[config.mk]
export PLATFORM = sky130hd
export DESIGN_NAME = vga_sync
export DESIGN_NICKNAME = d
export VERILOG_FILES = /design/src/rtl/vga_timing_pkg.sv /design/src/rtl/pixel_tick_div.sv /design/src/rtl/vga_sync.sv
export SDC_FILE = /design/constraint.sdc
export NUM_CORES = 1
export LEC_CHECK = 0
export CORE_AREA = 2 2 45 88
export CTS_BUF_LIST = sky130_fd_sc_hd__clkbuf_8
export DETAILED_ROUTE_END_ITERATION = 12
export DIE_AREA = 0 0 47 90
export GPL_TIMING_DRIVEN = 1
export PLACE_DENSITY = 0.7
export SETUP_SLACK_MARGIN = 0.4
export SYNTH_ARGS = -nofsm -noshare
export SYNTH_HDL_FRONTEND = slang
export SYNTH_SLANG_ARGS = --single-unit
[constraint.sdc]
create_clock -name clk -period 3.31 [get_ports clk]
set_input_delay 0.4965 -clock clk [delete_from_list [all_inputs] [get_ports clk]]
set_output_delay 0.4965 -clock clk [all_outputs]
set_load 0.05 [all_outputs]
[src/rtl/vga_timing_pkg.sv]
// Shared VGA timing constants (640x480 @ 60 Hz) and small decode helpers,
// used by the sync generator and by the pixel generator.
package vga_timing_pkg;

  localparam int H_DISPLAY_DEF = 640;
  localparam int H_FRONT_DEF   = 16;
  localparam int H_SYNC_DEF    = 96;
  localparam int H_BACK_DEF    = 48;
  localparam int V_DISPLAY_DEF = 480;
  localparam int V_FRONT_DEF   = 10;
  localparam int V_SYNC_DEF    = 2;
  localparam int V_BACK_DEF    = 33;
  localparam int CLK_DIV_DEF   = 4;

  localparam int H_TOTAL_DEF = H_DISPLAY_DEF + H_FRONT_DEF + H_SYNC_DEF + H_BACK_DEF;
  localparam int V_TOTAL_DEF = V_DISPLAY_DEF + V_FRONT_DEF + V_SYNC_DEF + V_BACK_DEF;

  // Counter width of the x/y position ports.
  localparam int CNT_W = 10;

  typedef logic [CNT_W-1:0] cnt_t;

  // True when pos lies in the inclusive window [lo, hi].
  function automatic logic in_window(input cnt_t pos, input cnt_t lo, input cnt_t hi);
    return (pos >= lo) && (pos <= hi);
  endfunction

  // Next value of a wrapping counter that advances only when enabled.
  function automatic cnt_t cnt_next(input cnt_t cur, input cnt_t last, input logic en);
    cnt_t nxt;
    nxt = cur;
    if (en) begin
      if (cur == last) nxt = '0;
      else             nxt = cur + 1'b1;
    end
    return nxt;
  endfunction

endpackage

[src/rtl/pixel_tick_div.sv]
// Free-running modulo-CLK_DIV divider; p_tick marks the last clk of each
// pixel period, so counters advancing on it hold for CLK_DIV clks.
module pixel_tick_div #(
  parameter int CLK_DIV = 4
) (
  input  logic clk,
  input  logic reset,
  output logic p_tick
);

  localparam int DIV_W = (CLK_DIV > 1) ? $clog2(CLK_DIV) : 1;
  localparam logic [DIV_W-1:0] DIV_LAST = DIV_W'(CLK_DIV - 1);

  logic [DIV_W-1:0] div_q;
  logic [DIV_W-1:0] div_d;

  always_comb begin
    div_d = div_q + 1'b1;
    if (div_q == DIV_LAST) div_d = '0;
  end

  always_ff @(posedge clk or posedge reset) begin
    if (reset) div_q <= '0;
    else       div_q <= div_d;
  end

  assign p_tick = (div_q == DIV_LAST);

endmodule

[src/rtl/vga_sync.sv]
// VGA sync generator: pixel/line counters, registered active-low syncs
// aligned with x/y, visible-area decode and an end-of-frame pulse.
module vga_sync
  import vga_timing_pkg::*;
#(
  parameter int H_DISPLAY = H_DISPLAY_DEF,
  parameter int H_FRONT   = H_FRONT_DEF,
  parameter int H_SYNC    = H_SYNC_DEF,
  parameter int H_BACK    = H_BACK_DEF,
  parameter int V_DISPLAY = V_DISPLAY_DEF,
  parameter int V_FRONT   = V_FRONT_DEF,
  parameter int V_SYNC    = V_SYNC_DEF,
  parameter int V_BACK    = V_BACK_DEF,
  parameter int CLK_DIV   = CLK_DIV_DEF
) (
  input  logic             clk,
  input  logic             reset,
  output logic             hsync,
  output logic             vsync,
  output logic             video_on,
  output logic             p_tick,
  output logic [CNT_W-1:0] x,
  output logic [CNT_W-1:0] y,
  output logic             frame_tick
);

  localparam int H_TOTAL = H_DISPLAY + H_FRONT + H_SYNC + H_BACK;
  localparam int V_TOTAL = V_DISPLAY + V_FRONT + V_SYNC + V_BACK;

  localparam cnt_t H_LAST    = CNT_W'(H_TOTAL - 1);
  localparam cnt_t V_LAST    = CNT_W'(V_TOTAL - 1);
  localparam cnt_t H_VIS     = CNT_W'(H_DISPLAY);
  localparam cnt_t V_VIS     = CNT_W'(V_DISPLAY);
  localparam cnt_t H_SYNC_LO = CNT_W'(H_DISPLAY + H_FRONT);
  localparam cnt_t H_SYNC_HI = CNT_W'(H_DISPLAY + H_FRONT + H_SYNC - 1);
  localparam cnt_t V_SYNC_LO = CNT_W'(V_DISPLAY + V_FRONT);
  localparam cnt_t V_SYNC_HI = CNT_W'(V_DISPLAY + V_FRONT + V_SYNC - 1);

  logic tick;
  logic line_end;

  cnt_t x_q, x_d;
  cnt_t y_q, y_d;
  logic hsync_q, hsync_d;
  logic vsync_q, vsync_d;

  pixel_tick_div #(
    .CLK_DIV (CLK_DIV)
  ) u_div (
    .clk    (clk),
    .reset  (reset),
    .p_tick (tick)
  );

  assign line_end = tick && (x_q == H_LAST);

  // Syncs decode the next counts so the registered pins change on the same
  // edge as x/y and never see a combinational glitch.
  always_comb begin
    x_d     = cnt_next(x_q, H_LAST, tick);
    y_d     = cnt_next(y_q, V_LAST, line_end);
    hsync_d = ~in_window(x_d, H_SYNC_LO, H_SYNC_HI);
    vsync_d = ~in_window(y_d, V_SYNC_LO, V_SYNC_HI);
  end

  always_ff @(posedge clk or posedge reset) begin
    if (reset) begin
      x_q     <= '0;
      y_q     <= '0;
      hsync_q <= 1'b1;
      vsync_q <= 1'b1;
    end else begin
      x_q     <= x_d;
      y_q     <= y_d;
      hsync_q <= hsync_d;
      vsync_q <= vsync_d;
    end
  end

  assign x          = x_q;
  assign y          = y_q;
  assign hsync      = hsync_q;
  assign vsync      = vsync_q;
  assign p_tick     = tick;
  assign video_on   = (x_q < H_VIS) && (y_q < V_VIS);
  assign frame_tick = line_end && (y_q == V_LAST);

endmodule

==> metrics.md, run 1 <==
| Metric | Value |
|---|---|
| Slew margin rel. | 38.2% |
| Synth warnings | 0 |
| Final wirelength | 3130 um |
| Reg-to-reg startpoint | y[0] |
| Die Area | 0.00423 sq mm |
| Fillers | 363 |
| Area growth syn-to-layout | 23.4% |
| Finished Cell Area | 0.00166 sq mm |
| I/O Buffers | 26 |
| Sequence of cells on the critical path | inv_1 > ha_1 > nand4_1 > or4b_1 > nor2_1 > dlygate4sd2_1 |
| Leakage | 0.637 nW |
| CTS Sinks | 24 |
| Max FO, Critical Path | 7 |
| Die height | 90 um |
| Critical path endpoint category | primary output |
| Max-slew violations | 0 |
| Synth Cell Area | ~0.0013 sq mm |
| Vias per cell | 5.40 |
| Maximum number of pins on one net before global-route repair | 25 |
| Internal | 0.400 mW |
| Syn_area_per_cell | just under 10 sq um |
| Syn nets | approximately 140 |
| Placed Instances | between 200 and 250 |
| CTS tree | built |
| Hold WS | 0.434 ns |
| Hold path start | u_div.div_q[0] |
| CTS max path bufs | 2 |
| Clock network latency to the later pin of the worst-skew pair | 0.27 ns |
| Post-Syn Instances | 137 |
| Placeable Area | 0.00357 sq mm |
| Peak Freq | ~360 MHz |
| Clk_skew | 0.00493 ns |
| Top post-synthesis cells by area | dfrtp_1 (41%), xnor2_1 (6.5%), nand2_1 (4.7%), dfstp_2 (3.9%), ha_1 (3.7%) |
| Crit path launch type | flip-flop |
| Hold Fails Final Rpt | 0 |
| Multi-input gate area | 664 sq um |
| Total track usage | 16.0% |
| Placed Area | roughly 0.0016 sq mm |
| Wirelength per Cell | between 10 and 15 um |
| Top-count cell post-synth | dfrtp_1 |
| Worst-margin pin slew | slightly above 0.9 ns |
| Critical path startpoint | y[0] |
| Number of synthesized flops with an enable pin | 0 |
| Switching Fraction | 20.2% |
| Post-synthesis sequential area ratio | between 40% and 50% |
| # IOs | 27 |
| DRT antenna net count | 0 |
| Register area | 603 sq um |
| Max incr delay on CP | roughly 0.56 ns |
| Number of global-route vias before repair | around 1100 |
| Clock power frac | 40.2% |
| Ant diodes | 0 |
| Hold_buf cts | 0 |
| Setup Viol. Count Final | 0 |
| Seq pwr share | 58.4% |
| Post-synth top cells | dfrtp_1 (22), nand2_1 (17), nor2_1 (13), xnor2_1 (10), nand4_1 (8) |
| Critical Path RT | 2.81 ns |
| Sw Pwr | 0.101 mW |
| Status | completed |
| Initial antenna violation count | 0 |
| Peak VDD IR | 327 uV |
| Clk slew on worst S/H paths | 0.09 ns |
| Global-route wire length before repair | 5190 um |
| DRC Markers | 0 |
| RSZ-0062 raised after global routing | false |
| Post-DP HPWL | 2350 um |
| Critical path arrival | 2.27 ns |
| Root buffer cell | clkbuf_8 |
| Hold crit path type | flip-flop to flip-flop |
| Post-synth cell types | 36 |
| Row cnt | 31 |
| Combinational group share of total power | 1.3% |
| Post-route insts no fill | 209 |
| Slowest cell on crit path | or4b_1 |
| GRT overflow | 0 |
| Period utilization | 83.6% |
| DIE WIDTH | 47 um |
| TritonRoute pass-1 iters | 4 |
| Initial Util | roughly 38% |
| #FFs+latches synth | 24 |
| Post-route setup TNS | 0 ns |
| Vias after detailed routing | about 1100 |
| Gpl congestion | 0.829 |
| Number of H-tree levels | 1 |
| Post-CTS setup buffers | 0 |
| Main flop type after synthesis | dfrtp_1 |
| Layout cells sized above 1 | under 10% |
| Starting DRT DRC Count | 38 |
| Area leader, netlist | dfrtp_1 |
| Post-synth top area share | 40.9% |
| Total Nets Final | 167 |
| Final critical-path required period | roughly 2.8 ns |
| Cts bufs inserted | 3 |
| Critical Setup Path Class | flip-flop to primary output |
| FFs w/ async S/R, synth | 100% |
| Post-CTS resize count | 1 |
| Max-cap violation count | 0 |
| PwrDens | 302 mW/mm^2 |
[layer usage]
| metal | part of all wire (%) | up-vias | track usage (%) |
|---|---|---|---|
| met3 | 3.8 | 4 | 2.01 |
| li1 | - | 535 | - |
| met2 | 57 | 33 | 27.3 |
| met4 | 1.3 | 0 | 6.02 |
| met5 | 0 | - | 0 |
| met1 | 38 | 557 | 19.3 |
[layout by cell type, fill, tap and decap left out, types with 2 or more instances in the layout]
master            n
nand4_1           8
ha_1              4
o31ai_1           3
clkdlybuf4s50_1  25
o22ai_1           2
nor2_1           13
o21a_1            3
dfstp_2           2
nand2b_1          2
mux2i_1           2
inv_1             5
and3_4            2
nand2_1          17
and3_1            3
clkbuf_8          4
nand3_1           3
xor2_1            2
xnor2_1          10
nor3_1            4
dfrtp_1          22
o21ai_0           6
a21oi_1           2
and4_1            2
[through the flow]
stage | setup WS, ns | total power [mW] | utilization (%)
6_report | 0.542 | 0.502 | 46.6
5_1_grt | 0.411 | 0.516 | 46.6
3_5_place_dp | 0.562 | 0.306 | 45.1
2_1_floorplan | 0.598 | 0.303 | -
3_3_place_gp | 0.599 | 0.306 | 45.1
4_1_cts | 0.541 | 0.502 | 46.6
[final timing paths]
check / endpoint / slack, ns / cells past startpoint
setup / recovery: frame_tick / 0.54 / 6
hold / removal: u_div.div_q[0] / 0.43 / 1
setup reg to reg: vsync / 1.23 / 8
hold reg to reg: u_div.div_q[0] / 0.43 / 1
max in group asynchronous: y[2] / 2.01 / 2
min in group asynchronous: y[9] / 0.72 / 2
[sequential cells by signal, summed over array words and instances, names as in the netlist]
register,count
y,10
u_div.div_q,2
hsync,1
x,10
vsync,1
[area by class of cell]
type | count | area share [%]
Timing Repair Buffer | 26 | 15.6
Multi-Input combinational cell | 101 | 40.0
Tap cell | 49 | 3.69
Clock buffer | 4 | 3.31
Inverter | 5 | 1.13
Sequential cell | 24 | 36.3
[power by group through the flow]
stage               logic (mW)  registers [mW]  clock network [mW]
floorplan              0.00434           0.299                   0
finish                 0.00677           0.293               0.202
CTS                    0.00723           0.293               0.202
global route           0.00819           0.293               0.215
global placement       0.00709           0.299                   0
detailed placement     0.00715           0.299                   0
[worst max-delay path: cells and delay by family (launching register included)]
family	cells	cell delay, ns
DFF	1	0.45
and+or+nand+nor	3	0.79
buffers and inverters	2	0.62
adders and majority gates	1	0.14
[logic make-up (layout without fill, tap and decap cells)]
| group | count (synthesis) | in the layout | share of synthesized area (%) |
|---|---|---|---|
| flops | 24 | 24 | 44.8 |
| xor+xnor | 12 | 12 | 7.81 |
| simple gates | 61 | 61 | 24.2 |
| compound gates | 21 | 21 | 10.5 |
| buf+inv | 12 | 35 | 5.85 |
| fa+ha+maj | 4 | 4 | 3.72 |
| mux | 3 | 3 | 3.16 |
(Power assumes the default switching activity.)
==> run 2: changes to the inputs <==
clock period = 2.7 ns   (was 3.31 ns; I/O delays follow)
==> metrics.md, run 2 (synthesis results as in run 1) <==
| Metric | Value |
|---|---|
| Hold crit path type | flip-flop to flip-flop |
| Max-cap violation count | 0 (unchanged) |
| Post-DP HPWL | 2580 um (+9.5%) |
| Clk_skew | 0.00345 ns (-0.00148 ns) |
| Post-route setup TNS | 0 ns (unchanged) |
| Hold Fails Final Rpt | 0 (unchanged) |
| Period utilization | between 80 and 90% |
| Vias per cell | 5.50 (+1.9%) |
| Total power | 0.688 mW (+37%) |
| Critical Setup Path Class | flip-flop to primary output |
| CTS Sinks | 24 (unchanged) |
| Number of H-tree levels | 1 (unchanged) |
| Placeable Area | 0.00357 sq mm (unchanged) |
| Critical path arrival | 1.92 ns (-0.35 ns) |
| Gpl congestion | 0.905 (+9.2%) |
| Most frequent cells in the layout | clkdlybuf4s50_1 (24), dfrtp_1 (20), nand2_1 (17) |
| Leakage | 0.669 nW (+5.0%) |
| Hold_buf cts | 0 (unchanged) |
| Critical path endpoint category | primary output |
| RSZ-0062 raised after global routing | true |
| Clk slew on worst S/H paths | 0.09 ns (about the same) |
| Status | completed |
| Final wirelength | 3490 um (+12%) |
| Starting DRT DRC Count | 43 (+13%) |
| Critical Path RT | 2.30 ns (-0.51 ns) |
| DIE WIDTH | 47 um (unchanged) |
| Placed Instances | 207 (+0.98%) |
| CTS max path bufs | 2 (unchanged) |
| Setup Viol. Count Final | 0 (unchanged) |
| Post-route insts no fill | 214 (+2.4%) |
| TritonRoute pass-1 iters | 5 (+1) |
| Max FO, Critical Path | 5 (-2) |
| Global-route wire length before repair | 5840 um (+13%) |
| Clock network latency to the later pin of the worst-skew pair | 0.27 ns (about the same) |
| CTS tree | built |
| Final critical-path required period | 2.32 ns |
| Peak Freq | approximately 430 MHz |
| Maximum number of pins on one net before global-route repair | 25 (unchanged) |
| PwrDens | 392 mW/mm^2 (+30%) |
| Area growth syn-to-layout | 30.5% |
| Slew margin rel. | 59.2% (+21 points) |
| Wirelength per Cell | 16.3 um (+9.0%) |
| Vias after detailed routing | 1178 (+4.3%) |
| Die Area | 0.00423 sq mm (unchanged) |
| Die height | 90 um (unchanged) |
| Total Nets Final | 172 (+3.0%) |
| Crit path launch type | flip-flop |
| Cts bufs inserted | 3 (unchanged) |
| I/O Buffers | 26 (unchanged) |
| DRC Markers | 0 (unchanged) |
| Max-slew violations | 0 (unchanged) |
| Root buffer cell | clkbuf_8 |
| Ant diodes | 0 (unchanged) |
| DRT antenna net count | 0 (unchanged) |
| Peak VDD IR | 184 uV (-44%) |
| Worst-margin pin slew | 0.603 ns (-0.322 ns) |
| Initial Util | 37.7% (unchanged) |
| Commonest non-fill, non-tap cell in the layout | clkdlybuf4s50_1 |
| Row cnt | 31 (unchanged) |
| GRT overflow | 0 (unchanged) |
| Fillers | 348 (-4.1%) |
| Number of global-route vias before repair | 1214 (+9.2%) |
| Layout cells sized above 1 | 15.8% (+8.3 points) |
| Initial antenna violation count | 0 (unchanged) |
| Total track usage | 18.5% (+2.5 points) |
| # IOs | 27 (unchanged) |
==> run 2: changes by cell type in the layout (fill, tap and decap cells not counted), moves of 2 or more <==
| cell | delta |
|---|---|
| buf_4 | +5 |
| dfrtp_1 | -2 |
| dfrtp_2 | +2 |
| inv_1 | -2 |
| inv_2 | +2 |
==> run 2: report_power, final <==
group | internal, mW | leakage, nW | switching (mW)
clock network | 0.198 | 0.0357 | 0.121
logic | 0.00232 | 0.322 | 0.00730
registers | 0.359 | 0.311 | 0
==> run 2: cell type report <==
class                           instances  area, sq um  share of cell area (%)
Sequential cell                        24          606                    34.5
Multi-Input combinational cell        101          693                    39.5
Clock inverter                          1         30.0                    1.71
Tap cell                               49         61.3                    3.49
Clock buffer                            3         41.3                    2.35
Timing Repair Buffer                   31          307                    17.5
Inverter                                5         18.8                    1.07
==> run 2: worst paths after layout <==
check / slack (ns) / startpoint / end / cells after the start
min in group asynchronous: 0.48 / reset / x[0] / 3
hold / removal: 0.45 / u_div.div_q[0] / u_div.div_q[0] / 1
setup reg to reg: 0.68 / y[1] / vsync / 8
hold reg to reg: 0.45 / u_div.div_q[0] / u_div.div_q[0] / 1
setup / recovery: 0.38 / y[1] / frame_tick / 6
max in group asynchronous: 1.93 / reset / vsync / 3
==> run 2: through the flow <==
step	worst slack [ns]	utilization (%)	hold WS (ns)	area [sq um]
2_1_floorplan	0.290	-	0.408	1350
3_3_place_gp	0.661	46.0	0.419	1640
3_5_place_dp	0.584	46.0	0.436	1640
4_1_cts	0.341	48.0	0.449	1710
5_1_grt	0.343	49.2	0.470	1760
6_report	0.380	49.2	0.447	1760
==> run 2: per-layer routing <==
metal / GRT usage, % / vias up / share of wire, %
met5: 0 / - / 0
met4: 7.18 / 0 / 3.1
met3: 2.01 / 11 / 3.1
met2: 33.1 / 42 / 58
met1: 20.6 / 579 / 35
li1: - / 546 / -
==> run 2: timing repair <==
action                                  in CTS  in global routing
pin swaps                                    0                  2
setup buffers                                0                  3
gates cloned                                 0                  0
endpoints found under the setup margin       2                  1
gates resized for setup                      2                  7
==> run 2: critical path, stage by stage (launching register included) <==
cell,delay (ns)
dfrtp_2,0.45
inv_2,0.08
ha_4,0.12
nand4_1,0.12
or4b_4,0.60
nor2_4,0.13
buf_12,0.14
